### src/rtl/wb_lcd_seq.sv
// -----------------------------------------------------------------------------
// wb_lcd_seq
//   Wishbone slave that queues character and command bytes for an HD44780
//   character LCD and plays them out onto the LCD bus with setup, enable
//   pulse, hold and execution delays. The CPU can write bytes back-to-back
//   without knowing anything about LCD timing; intr is raised when the queue
//   has drained and the sequencer is idle.
//
// Ports
//   clk, reset           system clock, synchronous active-high reset
//   wb_stb_i, wb_cyc_i   Wishbone strobe / cycle
//   wb_we_i              Wishbone write enable
//   wb_adr_i [31:0]      byte address, [3:2] selects DATA/CMD/STATUS/unused
//   wb_sel_i [3:0]       byte selects, only [0] matters
//   wb_dat_i [31:0]      write data, only [7:0] matters
//   wb_dat_o [31:0]      read data, valid in the ack cycle
//   wb_ack_o             single-cycle acknowledge
//   lcd_e, lcd_rs, lcd_rw, lcd_db[7:0]   LCD bus (lcd_rw tied low)
//   intr                 level interrupt: FIFO empty and sequencer idle
// -----------------------------------------------------------------------------
module wb_lcd_seq #(
  parameter int clk_freq   = 50000000,
  parameter int fifo_aw    = 4,
  parameter int t_setup    = 2,
  parameter int t_pulse    = 12,
  parameter int t_hold     = 1,
  parameter int t_exec_us  = 40,
  parameter int t_clear_us = 1640
) (
  input  logic        clk,
  input  logic        reset,
  input  logic        wb_stb_i,
  input  logic        wb_cyc_i,
  input  logic        wb_we_i,
  input  logic [31:0] wb_adr_i,
  input  logic [3:0]  wb_sel_i,
  input  logic [31:0] wb_dat_i,
  output logic [31:0] wb_dat_o,
  output logic        wb_ack_o,
  output logic        lcd_e,
  output logic        lcd_rs,
  output logic        lcd_rw,
  output logic [7:0]  lcd_db,
  output logic        intr
);

  localparam int depth         = 1 << fifo_aw;
  localparam int cycles_per_us = clk_freq / 1000000;
  localparam int exec_raw      = cycles_per_us * t_exec_us;
  localparam int clear_raw     = cycles_per_us * t_clear_us;
  // A zero count would make the down-counter wrap, so every phase lasts
  // at least one cycle.
  localparam int exec_cyc      = (exec_raw  < 1) ? 1 : exec_raw;
  localparam int clear_cyc     = (clear_raw < 1) ? 1 : clear_raw;
  localparam int setup_cyc     = (t_setup   < 1) ? 1 : t_setup;
  localparam int pulse_cyc     = (t_pulse   < 1) ? 1 : t_pulse;
  localparam int hold_cyc      = (t_hold    < 1) ? 1 : t_hold;
  localparam int max_a         = (clear_cyc > exec_cyc)  ? clear_cyc : exec_cyc;
  localparam int max_b         = (setup_cyc > pulse_cyc) ? setup_cyc : pulse_cyc;
  localparam int max_c         = (max_b > hold_cyc)      ? max_b     : hold_cyc;
  localparam int cnt_max       = (max_a > max_c)         ? max_a     : max_c;
  localparam int cnt_w         = $clog2(cnt_max + 1);

  typedef enum logic [2:0] {
    IDLE  = 3'd0,
    SETUP = 3'd1,
    PULSE = 3'd2,
    HOLD  = 3'd3,
    WAIT  = 3'd4
  } state_t;

  state_t             state;
  logic [cnt_w-1:0]   cnt;

  logic [8:0]         mem [depth];
  logic [fifo_aw-1:0] wr_ptr;
  logic [fifo_aw-1:0] rd_ptr;
  logic [fifo_aw:0]   level;
  logic               overflow;

  logic [1:0]         reg_sel;
  logic               req;
  logic               push;
  logic               push_ok;
  logic               pop;
  logic               full;
  logic               stat_rd;
  logic               is_clear;
  logic [8:0]         head;
  logic [31:0]        rdata;

  logic               unused_inputs;
  assign unused_inputs = ^{wb_adr_i[31:4], wb_adr_i[1:0], wb_sel_i[3:1], wb_dat_i[31:8]};

  // ---------------------------------------------------------------------------
  // Bus decode. The ~wb_ack_o term blocks a second acceptance while the
  // master still holds stb during the ack cycle.
  // ---------------------------------------------------------------------------
  assign reg_sel = wb_adr_i[3:2];
  assign req     = wb_stb_i & wb_cyc_i & ~wb_ack_o;
  assign push    = req & wb_we_i & wb_sel_i[0] & ~reg_sel[1];
  assign full    = (level == (fifo_aw+1)'(depth));
  assign push_ok = push & ~full;
  assign stat_rd = req & ~wb_we_i & (reg_sel == 2'b10);
  assign pop     = (state == IDLE) && (level != '0);
  assign head    = mem[rd_ptr];
  assign intr    = (state == IDLE) && (level == '0);
  assign lcd_rw  = 1'b0;

  // Clear/home commands need the long execution wait.
  assign is_clear = ~lcd_rs && ((lcd_db == 8'h01) || (lcd_db == 8'h02) || (lcd_db == 8'h03));

  always_comb begin
    rdata = '0;
    if (reg_sel == 2'b10) begin
      rdata[0]             = ~intr;
      rdata[1]             = full;
      rdata[2]             = overflow;
      rdata[fifo_aw+4:4]   = level;
    end
  end

  always_ff @(posedge clk) begin
    if (reset) begin
      wb_ack_o <= 1'b0;
      wb_dat_o <= '0;
      overflow <= 1'b0;
    end else begin
      wb_ack_o <= req;
      wb_dat_o <= (req & ~wb_we_i) ? rdata : '0;
      // A dropped byte wins over a clearing read; they cannot share an edge
      // anyway since only one request is accepted per ack.
      if (push & full)
        overflow <= 1'b1;
      else if (stat_rd)
        overflow <= 1'b0;
    end
  end

  // ---------------------------------------------------------------------------
  // FIFO storage: small enough for distributed RAM, read asynchronously so the
  // sequencer can latch the head entry on the same edge it pops.
  // ---------------------------------------------------------------------------
  always_ff @(posedge clk) begin
    if (push_ok)
      mem[wr_ptr] <= {~reg_sel[0], wb_dat_i[7:0]};
  end

  always_ff @(posedge clk) begin
    if (reset) begin
      wr_ptr <= '0;
      rd_ptr <= '0;
      level  <= '0;
    end else begin
      if (push_ok)
        wr_ptr <= wr_ptr + 1'b1;
      if (pop)
        rd_ptr <= rd_ptr + 1'b1;
      case ({push_ok, pop})
        2'b10:   level <= level + 1'b1;
        2'b01:   level <= level - 1'b1;
        default: level <= level;
      endcase
    end
  end

  // ---------------------------------------------------------------------------
  // Sequencer: one down-counter shared by all timed phases; each phase ends
  // on the edge where the counter reads 1.
  // ---------------------------------------------------------------------------
  always_ff @(posedge clk) begin
    if (reset) begin
      state  <= IDLE;
      cnt    <= '0;
      lcd_e  <= 1'b0;
      lcd_rs <= 1'b0;
      lcd_db <= '0;
    end else begin
      case (state)
        IDLE: begin
          lcd_e <= 1'b0;
          if (pop) begin
            lcd_rs <= head[8];
            lcd_db <= head[7:0];
            cnt    <= cnt_w'(setup_cyc);
            state  <= SETUP;
          end
        end
        SETUP: begin
          if (cnt == cnt_w'(1)) begin
            lcd_e <= 1'b1;
            cnt   <= cnt_w'(pulse_cyc);
            state <= PULSE;
          end else begin
            cnt <= cnt - cnt_w'(1);
          end
        end
        PULSE: begin
          if (cnt == cnt_w'(1)) begin
            lcd_e <= 1'b0;
            cnt   <= cnt_w'(hold_cyc);
            state <= HOLD;
          end else begin
            cnt <= cnt - cnt_w'(1);
          end
        end
        HOLD: begin
          if (cnt == cnt_w'(1)) begin
            cnt   <= is_clear ? cnt_w'(clear_cyc) : cnt_w'(exec_cyc);
            state <= WAIT;
          end else begin
            cnt <= cnt - cnt_w'(1);
          end
        end
        WAIT: begin
          if (cnt == cnt_w'(1))
            state <= IDLE;
          else
            cnt <= cnt - cnt_w'(1);
        end
        default: begin
          lcd_e <= 1'b0;
          state <= IDLE;
        end
      endcase
    end
  end

endmodule
### config.mk
export PLATFORM = sky130hd
export DESIGN_NAME = wb_lcd_seq
export DESIGN_NICKNAME = d
export VERILOG_FILES = /design/src/rtl/wb_lcd_seq.sv
export SDC_FILE = /design/constraint.sdc
export NUM_CORES = 1
export LEC_CHECK = 0
export ABC_AREA = 1
export BUFFER_PORTS_ARGS = -buffer_cell sky130_fd_sc_hd__buf_2
export CAP_MARGIN = 20
export CORE_UTILIZATION = 40
export CTS_CLUSTER_SIZE = 30
export DETAILED_ROUTE_END_ITERATION = 7
export PLACE_DENSITY_LB_ADDON = 0.08
export RECOVER_POWER = 50
export SYNTH_ARGS = -nofsm -noshare
export SYNTH_HDL_FRONTEND = slang
export SYNTH_SLANG_ARGS = --single-unit
### constraint.sdc
create_clock -name clk -period 4.15 [get_ports clk]
set_clock_uncertainty 0.1 [all_clocks]
set_input_delay 1.245 -clock clk [delete_from_list [all_inputs] [get_ports clk]]
set_output_delay 1.245 -clock clk [all_outputs]
set_load 0.02 [all_outputs]
; ---- After elaboration in Yosys (flattened, before gate mapping)
; Memory sizes are Yosys's and may differ from the RTL's. A register that Yosys moved wholly into a read port is not among the register bits.
; Cells that the tools add are included.
; W data, S select, Z words.
[word_totals]
register_bits = 68
ram_bits = 144
elab_cells = 91
n_memories = 1
[memory_table]
columns = memory, words, word_bits, read_ports, rd_clocked_by_memory_dff, wr, line_no
row1 = mem, 16, 9, 1, 1, 1, 75  ; logic [8:0] mem [depth];
[classes]
addsub = 5
eq_ne = 18
n_mux = 21
n_bitwise = 19
reduce_logical = 17
[op_table]
columns = cell, n
row1 = $mux W17, 6
row2 = $pmux W17 S5, 1
row3 = $eq A17 B1 Y1 const B, 1
row4 = $sub A17 B1 Y17 const B, 1
row5 = $eq A8 B2 Y1 const B, 2
row6 = $mux W3, 5
row7 = $pmux W3 S5, 1
row8 = $ne A2 B2 Y1 const B, 6
row9 = $not A1 Y1, 10
row10 = $pmux W5 S2, 1
row11 = $reduce_bool A5 Y1, 2
row12 = $and A1 B1 Y1, 9
row13 = $add A4 B1 Y4 const B, 2
row14 = $eq A8 B1 Y1 const B, 1
row15 = $eq A3 B2 Y1 const B, 2
row16 = $mux W1, 6
row17 = $reduce_and A3 Y1, 2
row18 = $add A5 B1 Y5 const B, 1
row19 = $eq A5 B5 Y1 const B, 1
row20 = $logic_not A5 Y1, 1
row21 = $reduce_and A5 Y1, 1
row22 = $sub A5 B1 Y5 const B, 1
row23 = $eq A2 B2 Y1 const B, 2
row24 = $reduce_bool A2 Y1, 2
row25 = 10 further kinds, 13

; ---- Logic depth before layout (Yosys ltp)
[logic_depth]
ltp_word = 8
depth_mapped = 17
mapped_depth_nobuf = 16

; ---- Worst setup path before layout
; OpenSTA, ideal clock, no wires.
[synth_path]
kind = input to register
start = input port wb_adr_i[3]
end = register level[4]
t_arrival_ns = 2.771
required_ns = 3.915
path_slack_ns = 1.144
cell_stages = 14
path_buffers = 0
cell_sequence = inv_1 > nand3_1 > nor2_1 > nand2_1 > ha_1 > xor2_1 > ha_1 > inv_1 > nand2_1 > and3_1 > o21bai_1 > nand2_1 > nand2_1 > a21oi_1
[synth_via]
elab_chain_cells = 5
elab_cells_between_ends = 7
classes_between = 2 x eq/ne / 1 x mux / 3 x bitwise / 1 x reduce/logical
[synth_lines]
columns = element, line_no
row1 = start: declaration, 35  ; input logic [31:0] wb_adr_i,
row2 = $not A1 Y1 *, 101  ; assign push = req & wb_we_i & wb_sel_i[0] & ~reg_sel[1];
row3 = $and A1 B1 Y1 *, 101
row4 = $and A1 B1 Y1 *, 103  ; assign push_ok = push & ~full;
row5 = $eq A2 B1 Y1 / $eq A2 B2 Y1 (equally long branches), 159  ; case ({push_ok, pop})
row6 = $pmux W5 S2 / $reduce_bool A2 Y1 (equally long branches), n/a
row7 = end signal: assignment, 160  ; 2'b10: level <= level + 1'b1;
row8 = end signal: assignment, 161  ; 2'b01: level <= level - 1'b1;
row9 = end signal: assignment, 162  ; default: level <= level;
row10 = end: declaration, 78  ; logic [fifo_aw:0] level;
; Every way passes the cells marked *; elsewhere a longest branch is shown, timed or not.
; A chain may end at the register's enable or synchronous reset.

; ---- Worst setup path after layout
[layout_path]
start = register level[0]
end = output port intr
[layout_via]
elab_chain_cells = 2
[layout_lines]
columns = element, line_no
row1 = $logic_not A5 Y1, 107  ; assign intr = (state == IDLE) && (level == '0);
row2 = $logic_and A1 B1 Y1, 107
row3 = end: declaration, 44  ; output logic intr
; No other way between the ends.

==> flow_metrics.py <==
metrics = {
    "run_status": {
        "status": "finished with violations",
        "violations": "capacitance limit, slew limit",
    },
    "cts": {
        "cts_buffers": 17,
        "cts-hold-fix-buffers": 0,
        "post_cts_resized": 0,
        "cts_sinks": 197,
        "clk_pin_slew_ns": 0.08,
        "clock_path_buffers": 2,
        "cts-htree-levels": 4,
        "clockRootBuffer": "clkbuf_16",
        "cts_tree": "built",
        "clk_latency_ns": 0.43,
        "post_cts_buffers": 0,
    },
    "grt": {
        "grt_pass1_vias": 5674,
        "grt_start_max_net_pins": 75,
        "grt_use_total_pct": 18.9,
        "grt_antenna_before_repair": 0,
        "grt_pass1_wl_mm": 31.5,
        "globalRouteOverflowTotal": 0,
    },
    "hold_path": {
        "hold_class": "reg -> reg",
        "min_from": "overflow$_SDFFE_PP0P_",
    },
    "floorplan": {
        "rows": 53,
        "core_um2": 21300,
        "die_area_um2": 22600,
        "die_x_um": 150,
        "pin_count": 118,
        "fp.dieH_um": 150,
        "start_util_pct": 41.4,
    },
    "placed_design": {
        "portBuffers": 35,
        "pre_cts_slack_ns": 0.766,
        "dp_cells": 1186,
        "hpwl_mm": 12.6,
        "globalplace.congestion": 0.796,
    },
    "timing": {
        "max_freq_mhz": 317,
        "finalSetupViolations": 0,
        "tightestPinTransition_ns": 1.85,
        "fin_tns_setup_ns": 0,
        "relSlewSlack_pct": -23.1,
        "period_needed_ns": 3.15,
        "fin_ws_ns": 0.997,
        "fin_crit_sh_pct": 76.0,
        "grt_setup_unrepaired": "false",
        "finalHoldViolCount": 0,
        "slew_violations": 109,
    },
    "setup_path": {
        "critPathKind": "reg -> out",
        "cp-startpoint": "level[0]$_SDFFE_PP0P_",
        "crit_chain": "nor2_1 -> nand4_1 -> nor3_1 -> buf_2",
        "crit_required_ns": 2.80,
        "end_kind": "primary output",
        "cp.arrival_ns": 1.81,
        "cpMaxStageDelayCell": "nor3_1",
        "crit_path_max_fanout": 4,
        "r2r_slack_ns": 1.28,
        "startpoint_type": "register",
        "crit_buf_inv": 1,
        "reg2reg_from": "level[0]$_SDFFE_PP0P_",
        "crit_path_max_incr_delay_ns": 0.42,
        "critPathTopFamily": "simple AND/OR/NAND/NOR gates",
    },
    "drt": {
        "ant_nets": 0,
        "drt_iter0_drc": 357,
        "avgViaCountPerCell": 4.94,
        "drc": 0,
        "vias": 6023,
        "wl_mm": 20.3,
        "dr.pass1.iters": 5,
        "wire_per_inst_um": 16.7,
    },
    "cells_and_area": {
        "fin_cells": 1218,
        "fillers": 2067,
        "diodes": 0,
        "fin_nets": 1014,
        "area_growth_pct": 10.7,
        "drive_above_1_share_pct": 10.9,
    },
    "logic_synthesis": {
        "yosysMostFrequentCell": "nor2_1",
        "synth_cells": 894,
        "yosys_warnings": 0,
        "synth_seq_cells": 197,
        "ys.flop_type": "edfxtp_1",
        "yosys.area.top_type_share_pct": 49.1,
        "synthTopCellsByArea": "edfxtp_1 49%, dfxtp_1 12%, nor2_1 7.6%",
        "synthDistinctLibCells": 41,
        "syn_area_per_cell_um2": 9.86,
        "synthTopCellsByCount": "178 x nor2_1, 144 x edfxtp_1, 121 x nand2_1",
        "ys_seq_area_share_pct": 61.1,
        "synth_area_um2": 8810,
        "yosysTopAreaCell": "edfxtp_1",
        "synthArstFlopShare_pct": 0,
        "synth_edf_count": 144,
    },
    "run": {
        "cap_violations": 2,
    },
    "pwr": {
        "seqPwrFrac_pct": 37.4,
        "p_comb_share_pct": 37.8,
        "ir_drop_uv": 382,
        "swShare_pct": 39.7,
        "internal_power_mw": 3.89,
        "leakagePower_nw": 3.68,
        "powerDensity_nw_per_um2": 662,
        "p_switching_mw": 2.57,
        "power.share.clock_pct": 24.8,
    },
}
==> cell usage in the layout (no fill, tap or decap), types with 25 or more instances in the layout <==
cell and n:
nor2_1 178, edfxtp_1 144, nand2_1 122, o21ai_0 93, inv_1 63, dfxtp_1 52
nand3_1 41, o211ai_1 33, a21oi_1 27, buf_2 26, conb_1 25
==> layer usage <==
metal | GRT usage, % | part of all wire, % | vias to the layer above
li1 | - | - | 3059
met1 | 26.3 | 50 | 2842
met2 | 30.4 | 46 | 103
met3 | 3.06 | 3.1 | 19
met4 | 5.61 | 1.4 | 0
met5 | 0 | 0 | -
==> worst paths after layout <==
path	cells after the start	to
setup / recovery	4	intr
hold / removal	2	wb_dat_o[2]$_SDFF_PP0_
setup reg to reg	8	cnt[9]$_SDFFE_PP0P_
hold reg to reg	2	wb_dat_o[2]$_SDFF_PP0_
==> worst register-to-register path, stage by stage, from the launching register on <==
cell,delay [ns]
dfxtp_1,0.34
nor2_1,0.17
nand4_1,0.19
nor3_1,0.42
inv_1,0.25
nand2_1,0.52
inv_1,0.42
nand2_1,0.19
a21oi_2,0.06
==> kinds of logic (layout without fill, tap and decap cells) <==
kind of cell               Yosys count  after routing  synth area share (%)
AOI/OAI and AO/OA                  168            168                  11.2
and+or+nand+nor                    375            375                  18.1
buffers and inverters              131            156                  6.97
adders and majority gates           11             11                  1.56
other                                1             25                0.0425
xor gates and xnor gates            11             11                  1.09
DFF                                197            197                  61.1
==> state kept, by name, summed over array words and instances (netlist names) <==
register  count
state         3
wr_ptr        4
level         5
mem         144
wb_ack_o      1
overflow      1
lcd_rs        1
cnt          17
lcd_e         1
lcd_db        8
wb_dat_o      8
rd_ptr        4
==> per-stage QoR <==
stage | cell area [um2] | hold WS [ns] | power, mW | utilization, %
2_1_floorplan | 8900 | 0.316 | 4.38 | -
3_3_place_gp | 9240 | 0.340 | 4.94 | 43.4
3_5_place_dp | 9240 | 0.346 | 4.96 | 43.4
4_1_cts | 9810 | 0.357 | 6.57 | 46.1
5_1_grt | 9760 | 0.369 | 6.96 | 45.8
6_report | 9760 | 0.355 | 6.46 | 45.8
==> power groups by stage <==
stage          clock, mW  combinational (mW)  sequential, mW
6_report            1.60                2.44            2.42
3_5_place_dp           0                2.50            2.46
4_1_cts             1.64                2.51            2.42
5_1_grt             1.73                2.80            2.44
2_1_floorplan          0                1.94            2.44
3_3_place_gp           0                2.48            2.46
==> area by class of cell <==
cell class	instances	area (um2)	share of cell area (%)
Clock buffer	20	468	4.79
Clock inverter	12	105	1.08
Inverter	67	251	2.58
Multi-Input combinational cell	590	2870	29.4
Sequential cell	197	5390	55.2
Tap cell	275	344	3.53
Timing Repair Buffer	57	335	3.44
Power figures use the tool's default switching activity.
